`config.mk`:
```
export PLATFORM = sky130hd
export DESIGN_NAME = nebula_inject_arbiter
export DESIGN_NICKNAME = d
export VERILOG_FILES = /design/src/rtl/nebula_inject_arbiter.sv
export SDC_FILE = /design/constraint.sdc
export NUM_CORES = 1
export LEC_CHECK = 0
export BUFFER_PORTS_ARGS = -buffer_cell sky130_fd_sc_hd__buf_2
export CAP_MARGIN = 20
export CORE_MARGIN = 3
export CORE_UTILIZATION = 38
export CTS_CLUSTER_DIAMETER = 50
export DETAILED_ROUTE_END_ITERATION = 8
export HOLD_SLACK_MARGIN = 0.05
export PLACE_DENSITY = 0.72
export SYNTH_ARGS = -nofsm -noshare
export SYNTH_HDL_FRONTEND = slang
export SYNTH_SLANG_ARGS = --single-unit
```
`constraint.sdc`:
```
create_clock -name clk -period 13.1 [get_ports clk]
set_clock_uncertainty 0.05 [all_clocks]
set_input_delay 1.965 -clock clk [delete_from_list [all_inputs] [get_ports clk]]
set_output_delay 1.965 -clock clk [all_outputs]
set_load 0.02 [all_outputs]
```
`src/rtl/nebula_inject_arbiter.sv`:
```
// Packet-atomic round-robin arbiter feeding one router local injection port, with per-requester token-bucket rate limiting.
// Latency: 1 cycle from req_valid&req_ready to out_valid; 1 flit/cycle sustained, no bubble between packets.
// Backpressure: out_ready=0 with out_valid=1 drops every req_ready and freezes lock/rr_ptr/tokens; the refill period counter keeps running.
//
// Ports:
//   clk, rst_n               clock, synchronous active-low reset
//   req_valid/data/last      per-requester flit stream (data packed NUM_REQ x FLIT_W, requester i at [i*FLIT_W +: FLIT_W])
//   req_ready                per-requester accept strobe (valid&ready = flit taken)
//   out_valid/data/last      registered single-entry output toward the router, held until out_ready
//   out_ready                router local_req_ready
//   cfg_rate_en              1 = token throttling enforced at head arbitration
//   pkt_count                per-requester saturating tail-flit counters (requester i at [i*16 +: 16])
//   busy                     a packet is locked in progress or a flit is pending at the output
module nebula_inject_arbiter #(
    parameter int NUM_REQ     = 4,
    parameter int FLIT_W      = 64,
    parameter int RATE_PERIOD = 16,
    parameter int BUCKET_MAX  = 4
) (
    input  logic                      clk,
    input  logic                      rst_n,
    input  logic [NUM_REQ-1:0]        req_valid,
    input  logic [NUM_REQ*FLIT_W-1:0] req_data,
    input  logic [NUM_REQ-1:0]        req_last,
    output logic [NUM_REQ-1:0]        req_ready,
    output logic                      out_valid,
    output logic [FLIT_W-1:0]         out_data,
    output logic                      out_last,
    input  logic                      out_ready,
    input  logic                      cfg_rate_en,
    output logic [NUM_REQ*16-1:0]     pkt_count,
    output logic                      busy
);

    localparam int IDX_W = $clog2(NUM_REQ);
    localparam int TOK_W = $clog2(BUCKET_MAX + 1);
    localparam int CNT_W = $clog2(RATE_PERIOD);

    localparam logic [IDX_W-1:0] LAST_IDX  = IDX_W'(NUM_REQ - 1);
    localparam logic [TOK_W-1:0] TOK_MAX   = TOK_W'(BUCKET_MAX);
    localparam logic [TOK_W:0]   TOK_MAX_W = (TOK_W + 1)'(BUCKET_MAX);
    localparam logic [CNT_W-1:0] PER_LAST  = CNT_W'(RATE_PERIOD - 1);

    typedef enum logic {
        IDLE   = 1'b0,
        LOCKED = 1'b1
    } state_t;

    state_t             state;
    logic [IDX_W-1:0]   owner;
    logic [IDX_W-1:0]   rr_ptr;
    logic [CNT_W-1:0]   period_cnt;
    logic [TOK_W-1:0]   tokens    [NUM_REQ];
    logic [15:0]        pkt_cnt_q [NUM_REQ];

    logic               load_en;
    logic [NUM_REQ-1:0] eligible;
    logic               grant_vld;
    logic [IDX_W-1:0]   grant_idx;
    logic               acc_valid;
    logic               acc_last;
    logic [FLIT_W-1:0]  acc_dat;
    logic               accept;
    logic               refill;
    logic [NUM_REQ-1:0] consume;
    logic [TOK_W:0]     tok_sum   [NUM_REQ];
    logic [TOK_W-1:0]   tok_next  [NUM_REQ];

    function automatic logic [IDX_W-1:0] next_idx(input logic [IDX_W-1:0] idx);
        return (idx == LAST_IDX) ? '0 : idx + 1'b1;
    endfunction

    // The output register can take a new flit when empty or draining this cycle.
    assign load_en = !out_valid || out_ready;

    always_comb begin
        for (int i = 0; i < NUM_REQ; i++) begin
            eligible[i] = req_valid[i] && (!cfg_rate_en || (tokens[i] != '0));
        end
    end

    // While locked the owner keeps the grant even when it idles, so its
    // packet cannot be interleaved; idle cycles simply become bubbles.
    always_comb begin
        grant_vld = 1'b0;
        grant_idx = '0;
        if (state == LOCKED) begin
            grant_vld = 1'b1;
            grant_idx = owner;
        end else begin
            for (int k = 0; k < NUM_REQ; k++) begin
                if (!grant_vld && eligible[IDX_W'((int'(rr_ptr) + k) % NUM_REQ)]) begin
                    grant_vld = 1'b1;
                    grant_idx = IDX_W'((int'(rr_ptr) + k) % NUM_REQ);
                end
            end
        end
    end

    assign acc_valid = req_valid[grant_idx];
    assign acc_last  = req_last[grant_idx];
    assign acc_dat   = req_data[int'(grant_idx)*FLIT_W +: FLIT_W];
    assign accept    = grant_vld && acc_valid && load_en;

    always_comb begin
        for (int i = 0; i < NUM_REQ; i++) begin
            req_ready[i] = rst_n && load_en && grant_vld && (grant_idx == IDX_W'(i));
        end
    end

    // A token is spent only on a head flit, which is always taken in IDLE.
    assign refill = (period_cnt == PER_LAST);

    always_comb begin
        for (int i = 0; i < NUM_REQ; i++) begin
            consume[i]  = accept && (state == IDLE) && cfg_rate_en && (grant_idx == IDX_W'(i));
            tok_sum[i]  = {1'b0, tokens[i]} + {{TOK_W{1'b0}}, refill} - {{TOK_W{1'b0}}, consume[i]};
            tok_next[i] = (tok_sum[i] > TOK_MAX_W) ? TOK_MAX : tok_sum[i][TOK_W-1:0];
        end
    end

    always_ff @(posedge clk) begin
        if (!rst_n) begin
            state      <= IDLE;
            owner      <= '0;
            rr_ptr     <= '0;
            period_cnt <= '0;
            out_valid  <= 1'b0;
            out_data   <= '0;
            out_last   <= 1'b0;
            for (int i = 0; i < NUM_REQ; i++) begin
                tokens[i]    <= TOK_MAX;
                pkt_cnt_q[i] <= '0;
            end
        end else begin
            period_cnt <= refill ? '0 : period_cnt + 1'b1;

            // Buckets freeze along with arbitration while the output is stalled;
            // a refill that lands inside a stall is dropped.
            if (load_en) begin
                out_valid <= accept;
                if (accept) begin
                    out_data <= acc_dat;
                    out_last <= acc_last;
                end
                for (int i = 0; i < NUM_REQ; i++) begin
                    tokens[i] <= tok_next[i];
                end
            end

            if (accept) begin
                case (state)
                    IDLE: begin
                        if (acc_last) begin
                            rr_ptr <= next_idx(grant_idx);
                        end else begin
                            state <= LOCKED;
                            owner <= grant_idx;
                        end
                    end
                    LOCKED: begin
                        if (acc_last) begin
                            state  <= IDLE;
                            rr_ptr <= next_idx(owner);
                        end
                    end
                    default: state <= IDLE;
                endcase
                if (acc_last && (pkt_cnt_q[grant_idx] != 16'hFFFF)) begin
                    pkt_cnt_q[grant_idx] <= pkt_cnt_q[grant_idx] + 16'd1;
                end
            end
        end
    end

    generate
        for (genvar gi = 0; gi < NUM_REQ; gi++) begin : g_cnt
            assign pkt_count[gi*16 +: 16] = pkt_cnt_q[gi];
        end
    endgenerate

    assign busy = (state == LOCKED) || out_valid;

endmodule

```
==> results of run 1 <==
-- stage by stage --
step,cell area (um^2),utilization,cells
after floorplan,9860,-,1302
after global placement,12000,0.473,1956
after detailed placement,12000,0.474,1957
after CTS,12600,0.498,1989
after global routing,12600,0.498,1991
final,12600,0.498,1992
-- area by class of cell --
class	instances	share of cell area
Clock buffer	18	0.0340
Clock inverter	14	0.0131
Inverter	34	0.0110
Tap cell	330	0.0327
Multi-Input combinational cell	1028	0.440
Timing Repair Buffer	414	0.168
Antenna cell	3	0.000595
Sequential cell	151	0.300
-- sequential cells by signal, summed over array words and instances, names as in the netlist --
register and count:
out_data 64, pkt_cnt_q 64, tokens 12, period_cnt 4
owner 2, rr_ptr 2, out_last 1, out_valid 1
state 1
-- synth_stat cells, types with 12 or more instances --
cell type  instances
edfxtp_1          76
inv_1             31
a21oi_1           21
ha_1              23
a211oi_1          22
and3_1            20
nor3_1            31
nand3_1           79
buf_2             12
nor2_1           215
and2_1            72
clkbuf_1          59
nand2_1          249
o21ai_0          141
dfxtp_1           75
mux2i_1           17
-- where the power goes --
| part | internal (mW) | switching, mW | leakage, nW |
|---|---|---|---|
| Combinational | 0.499 | 1.02 | 4.08 |
| Sequential | 0.638 | 0.0986 | 1.41 |
| Clock | 0.287 | 0.219 | 0.283 |
| Total | 1.42 | 1.34 | 5.78 |
-- layer usage --
metal  vias to the layer above  wire length (um)
li1                       5152                 -
met1                      4971             15200
met5                         -                25
met2                       502             17000
met3                        56              3320
met4                         4               824
-- path summary, 6_finish.rpt --
path                 startpoint  slack (ns)  cells past startpoint               to
setup / recovery    cfg_rate_en        6.00                     13  pkt_cnt_q[3][2]
hold / removal    period_cnt[0]        0.40                      1    period_cnt[0]
setup reg to reg   tokens[1][1]        7.16                     12  pkt_cnt_q[3][2]
hold reg to reg   period_cnt[0]        0.40                      1    period_cnt[0]
-- cells by family (layout without fill, tap and decap cells) --
logic type | after synthesis | in the layout | share of synthesized area
compound gates | 247 | 247 | 0.154
xor+xnor | 15 | 15 | 0.0133
fa+ha+maj | 27 | 27 | 0.0373
buf+inv | 123 | 480 | 0.0573
flops | 151 | 151 | 0.384
mux | 24 | 24 | 0.0252
other cells | 0 | 3 | 0
simple gates | 715 | 715 | 0.329
-- worst register-to-register path: cells and delay by family, from the launching register on --
kind | cells | cell delay [ns]
mux | 2 | 0.62
simple gates | 4 | 1.09
buf+inv | 3 | 1.86
compound gates | 3 | 1.55
flops | 1 | 0.47
==> out/results.ini, run 1 <==
[drt]
drc = 0
routed_wl_um = 36400
viasPerCell = 5.36
dr_total_vias = 10700
antenna_left = 0
wl_per_cell_um = 18.3
first_iter_violations = 944
drt_first_pass_iters = 5

[die]
core_um2 = 25300
die-width_um = 167
dieArea_um2 = 27900
io_pins = 403
die_y_um = 167
start_util = 0.389
rows = 58

[placed_design]
gp_congestion = 0.975
post-place-ws_ns = 5.66
portBuffers = 402
dp_hpwl_um = 27300

[clock_tree]
cts_hold_buffers = 0
clk_path_buf_depth = 2
cts_resized = 0
cts.sinks = 151
htree_num_levels = 4
post_cts_buffers = 0
path_clk_slew_ns = 0.06
cts_tree = yes
cts_buffers = 17
root_buffer = clkbuf_16
clock_latency_ns = 0.43

[layout]
multi_input_area_um2 = 5550
seqCellArea_um2 = 3780
nets = 1941
final_common_cell = buf_2
fill_cells = 2521
drive_above_1_share = 0.291
areaGrowthSynthToFinish_pct = 27.9
final_cell_mix = 402 x buf_2, 249 x nand2_1, 215 x nor2_1

[worst_setup_path]
cp_common_cell = buf_4
crit_buf_inv = 4
cp_cell_sequence = buf_2 -> or4b_4 -> a22oi_1 -> o21ai_1 -> nand3_4 -> buf_4 -> buf_4 -> mux2i_1 -> mux2_2 -> nand3_1 -> nor3_1 -> o41ai_2 -> buf_4
cp-start-kind = primary input
worstSetupPathType = primary input to register
crit_slowest_cell = o41ai_2
cp_top_family = buffers and inverters
critical_path_arrival_ns = 7.17
crit_fanout = 92
crit_required_ns = 13.18
cpPeakStageDelay_ns = 0.94
crit_path_end_kind = register

[timing]
post-route-period-util = 0.542
worst_pin_slew_ns = 1.06
rsz0062_at_grt = no
hold_viol = 0
max_freq_mhz = 141
maxSlewViolCount = 0
setup_tns_ns = 0
period_needed_ns = 7.10
setup_slack_ns = 6.00
setup_viol = 0
hold_slack_ns = 0.402
slew_headroom = 0.288

[power]
p_total_mw = 2.77
static-leakage-power_nw = 5.78
powerDensity_nw_per_um2 = 219
vdd_drop_max_uv = 112

[grt]
grt_max_degree = 106
grt_use_total = 0.246
grt.met2_usage = 0.397
overflow = 0
gr-usage-met1 = 0.324
met3_usage = 0.0689
grt_pass1_wl_um = 54700
antenna_found_initial = 4
top_usage_layer = met2
grt_pass1_vias = 9781

[run_status]
status = finished, final reports clean

[synthesis]
ys_ff_latch = 151
synth_warnings = 0
yosys-top-cells-area = edfxtp_1 23%, dfxtp_1 15%, nand2_1 9.5%
yosysTopAreaCell = edfxtp_1
syn-cell-area_um2 = 9860
synthFlopType = edfxtp_1
syn_avg_cell_area_um2 = 7.58
ys_async_sr_fraction = 0
seq_area_frac_synth = 0.384
netlist.area_leader.share = 0.231
syn_nets = 1597
netlist_instances = 1302
synth-edff-count = 76
synth.distinct_cells = 72

[flow_run]
cap_viol_max_count = 0

[min_path]
hp-class = register to register

No activity file was read; power rests on OpenSTA's default activity.
==> run 2: changes to the inputs <==
--- a/config.mk
+++ b/config.mk
@@ -5,6 +5,7 @@
 export SDC_FILE = /design/constraint.sdc
 export NUM_CORES = 1
 export LEC_CHECK = 0
+export ABC_AREA = 1
 export BUFFER_PORTS_ARGS = -buffer_cell sky130_fd_sc_hd__buf_2
 export CAP_MARGIN = 20
 export CORE_MARGIN = 3
@@ -12,7 +13,7 @@
 export CTS_CLUSTER_DIAMETER = 50
 export DETAILED_ROUTE_END_ITERATION = 8
 export HOLD_SLACK_MARGIN = 0.05
-export PLACE_DENSITY = 0.72
+export PLACE_DENSITY = 0.76
 export SYNTH_ARGS = -nofsm -noshare
 export SYNTH_HDL_FRONTEND = slang
 export SYNTH_SLANG_ARGS = --single-unit
==> constraint.sdc (replaced) <==
create_clock -name clk -period 6.2 [get_ports clk]
set_clock_uncertainty 0.05 [all_clocks]
set_input_delay 0.93 -clock clk [delete_from_list [all_inputs] [get_ports clk]]
set_output_delay 0.93 -clock clk [all_outputs]
set_load 0.02 [all_outputs]
==> run 2 against run 1 <==
First-iteration DRC count grew 2.6%. Global-route usage grew 1.9 points. Critical endpoint is now tokens[0][2]. Non-clock buffer count increased by 8. Largest power group unchanged. Combinational power increased to 3.2 times the previous value. Largest cell class unchanged.
==> out/results.ini, run 2 <==
[run_status]
status = finished, final reports clean

[power]
static-leakage-power_nw = 5.71  ; -1.1%
vdd_drop_max_uv = 547  ; +390%
powerDensity_nw_per_um2 = 609  ; +180%

[die]
dieArea_um2 = 26400  ; -5.3%
core_um2 = 23800  ; -6.2%
start_util = 0.392  ; +0.00284
die-width_um = 163  ; -2.7%
rows = 56  ; -3.4%
io_pins = 403  ; unchanged
die_y_um = 163  ; -2.7%

[timing]
setup_tns_ns = 0  ; unchanged
setup_slack_ns = 1.21  ; -4.79 ns
worst_pin_slew_ns = 0.883  ; -0.173 ns
post-route-period-util = 0.804
slew_headroom = 0.411  ; +0.123
rsz0062_at_grt = no
maxSlewViolCount = 0  ; unchanged
hold_viol = 0  ; unchanged
period_needed_ns = 4.99
max_freq_mhz = 201
hold_slack_ns = 0.400  ; -0.00256 ns
setup_viol = 0  ; unchanged

[layout]
final_common_cell = buf_2
reg.largest.list = out_data: 64 flops, pkt_cnt_q: 64 flops, tokens: 12 flops
fill_cells = 2339  ; -7.2%
final_cell_mix = 402 x buf_2, 256 x nand2_1, 212 x nor2_1
nets = 1957  ; +0.82%
drive_above_1_share = 0.287  ; -0.00337
finish.utilization = 0.510  ; +0.0124
areaGrowthSynthToFinish_pct = 30.1
stdcell_area_um2 = 12100  ; -3.9%

[worst_setup_path]
crit_required_ns = 6.33  ; -6.85 ns
worstSetupPathType = primary input to register
crit_fanout = 45  ; -51%
cp-start-kind = primary input
critical_path_arrival_ns = 5.12  ; -2.05 ns
rr_startpoint = rr_ptr[0]
startpoint = cfg_rate_en
crit_path_end_kind = register

[grt]
overflow = 0  ; unchanged
grt_max_degree = 88  ; -17%
grt_pass1_vias = 10100  ; +3.5%
antenna_found_initial = 22  ; +18
grt_use_total = 0.265  ; +0.0188
grt_pass1_wl_um = 55200  ; +0.87%

[synthesis]
synth_xor_area_frac = 0.0158  ; +0.00253
synth_warnings = 0  ; unchanged
syn_nets = 1603  ; +0.38%
synth.distinct_cells = 38  ; -47%
yosys.area_share.adder = 0.0395  ; +0.00218
synth_compound_area_frac = 0.167  ; +0.0134
ys_async_sr_fraction = 0  ; unchanged
synth_top_family_by_area = simple AND/OR/NAND/NOR gates
synth_common_cells = 256 x nand2_1, 212 x nor2_1, 137 x o21ai_0, 111 x inv_1, 80 x nand3_1
seq_area_frac_synth = 0.406  ; +0.0225
yosys-top-cells-area = edfxtp_1 24%, dfxtp_1 16%, nand2_1 10%
syn_avg_cell_area_um2 = 7.12  ; -6.0%
netlist_instances = 1308  ; +0.46%
synthFlopType = edfxtp_1
synth.most_common_cell = nand2_1
syn-cell-area_um2 = 9320  ; -5.5%
synth_mux_area_frac = 0  ; -0.0252
netlist.area_leader.share = 0.245  ; +0.0135
synth-edff-count = 76  ; unchanged
ys_ff_latch = 151  ; unchanged
yosys.area_share.simple = 0.283  ; -0.0466
yosysTopAreaCell = edfxtp_1

[placed_design]
gp_congestion = 0.961  ; -1.5%
portBuffers = 402  ; unchanged
post-place-ws_ns = 0.756  ; -4.90 ns
dp_hpwl_um = 26800  ; -1.7%
post_dp_cell_area_um2 = 11500  ; -4.2%

[drt]
first_iter_violations = 969  ; +2.6%
antenna_left = 0  ; unchanged
wl_per_cell_um = 18.2  ; about the same
dr_total_vias = 10700  ; -0.22%
viasPerCell = 5.30  ; -1.2%
drt_first_pass_iters = 5  ; unchanged
routed_wl_um = 36700  ; +0.86%
drc = 0  ; unchanged

[min_path]
hp-class = register to register
min_from = period_cnt[0]

[clock_tree]
clk_path_buf_depth = 2  ; unchanged
path_clk_slew_ns = 0.07  ; about the same
root_buffer = clkbuf_16
htree_num_levels = 4  ; unchanged
cts_resized = 0  ; unchanged
post_cts_buffers = 0  ; unchanged
cts_tree = yes
clock_latency_ns = 0.43  ; about the same
cts.sinks = 151  ; unchanged
cts_buffers = 17  ; unchanged
cts_hold_buffers = 0  ; unchanged

[flow_run]
cap_viol_max_count = 0  ; unchanged

-- run 2: changes by cell type after synthesis, moves of 8 or more --
cell,previous run,this run
nand3b_1,3,11
a21oi_1,21,73
a211oi_1,22,7
mux2i_1,17,0
nor4_1,8,0
inv_1,31,111
clkbuf_1,59,48
and2_1,72,1
nor2b_1,9,0
o22ai_1,1,65
and3_1,20,0
-- run 2: layout make-up --
class,instances,area [um^2],share of cell area
clock inverters,14,140,0.0116
diodes,17,42.5,0.00351
inverters,118,447,0.0368
clock buffers,18,429,0.0354
repair buffers,422,2160,0.178
well taps,319,399,0.0329
flip-flops and latches,151,3780,0.312
multi-input cells,952,4720,0.389
-- run 2: kinds of logic after synthesis --
family,Yosys count
flops,151
fa+ha+maj,27
xor+xnor,16
simple gates,620
compound gates,289
buf+inv,205
-- run 2: final timing paths --
kind | to | slack (ns) | cells after the start
setup / recovery | tokens[0][2] | 1.21 | 28
hold / removal | period_cnt[0] | 0.40 | 1
setup reg to reg | tokens[0][2] | 1.27 | 25
hold reg to reg | period_cnt[0] | 0.40 | 1
-- run 2: worst max-delay path, cell delays in order --
cell and delay [ns]:
buf_2 0.08, inv_1 0.07, nor2_1 0.09, nand2_1 0.07, nand3_1 0.10, nand2_1 0.08, o21ai_1 0.26, nand4_1 0.22
nor2_1 0.15, nor2_1 0.07, nand2_1 0.11, nand2_4 0.28, a21oi_1 0.22, o21ai_1 0.08, nand2_1 0.12, nand3_4 0.07
inv_2 0.06, nand3_1 0.15, nor2_1 0.18, ha_1 0.25, inv_1 0.05, ha_1 0.15, inv_1 0.05, fa_1 0.50
nand2_1 0.05, a221oi_1 0.28, inv_1 0.10, or2_2 0.28
-- run 2: layer usage --
layer | global-route usage | share of wire | vias up
li1 | - | - | 5097
met1 | 0.331 | 0.38 | 4969
met2 | 0.433 | 0.48 | 501
met3 | 0.0862 | 0.10 | 81
met4 | 0.0911 | 0.027 | 14
met5 | 0 | 0.0021 | -
-- run 2: power by group --
group | internal [mW] | leakage, nW | switching [mW] | total, mW
Combinational | 1.39 | 4.03 | 3.44 | 4.83
Clock | 0.565 | 0.274 | 0.467 | 1.03
Sequential | 1.37 | 1.41 | 0.165 | 1.53
Total | 3.32 | 5.71 | 4.07 | 7.39
-- run 2: per-stage QoR --
step	power, mW	cells
5_1_grt	7.99	2006
2_1_floorplan	5.01	1308
3_3_place_gp	6.23	1962
6_report	7.39	2011
4_1_cts	7.38	1994
3_5_place_dp	6.33	1962
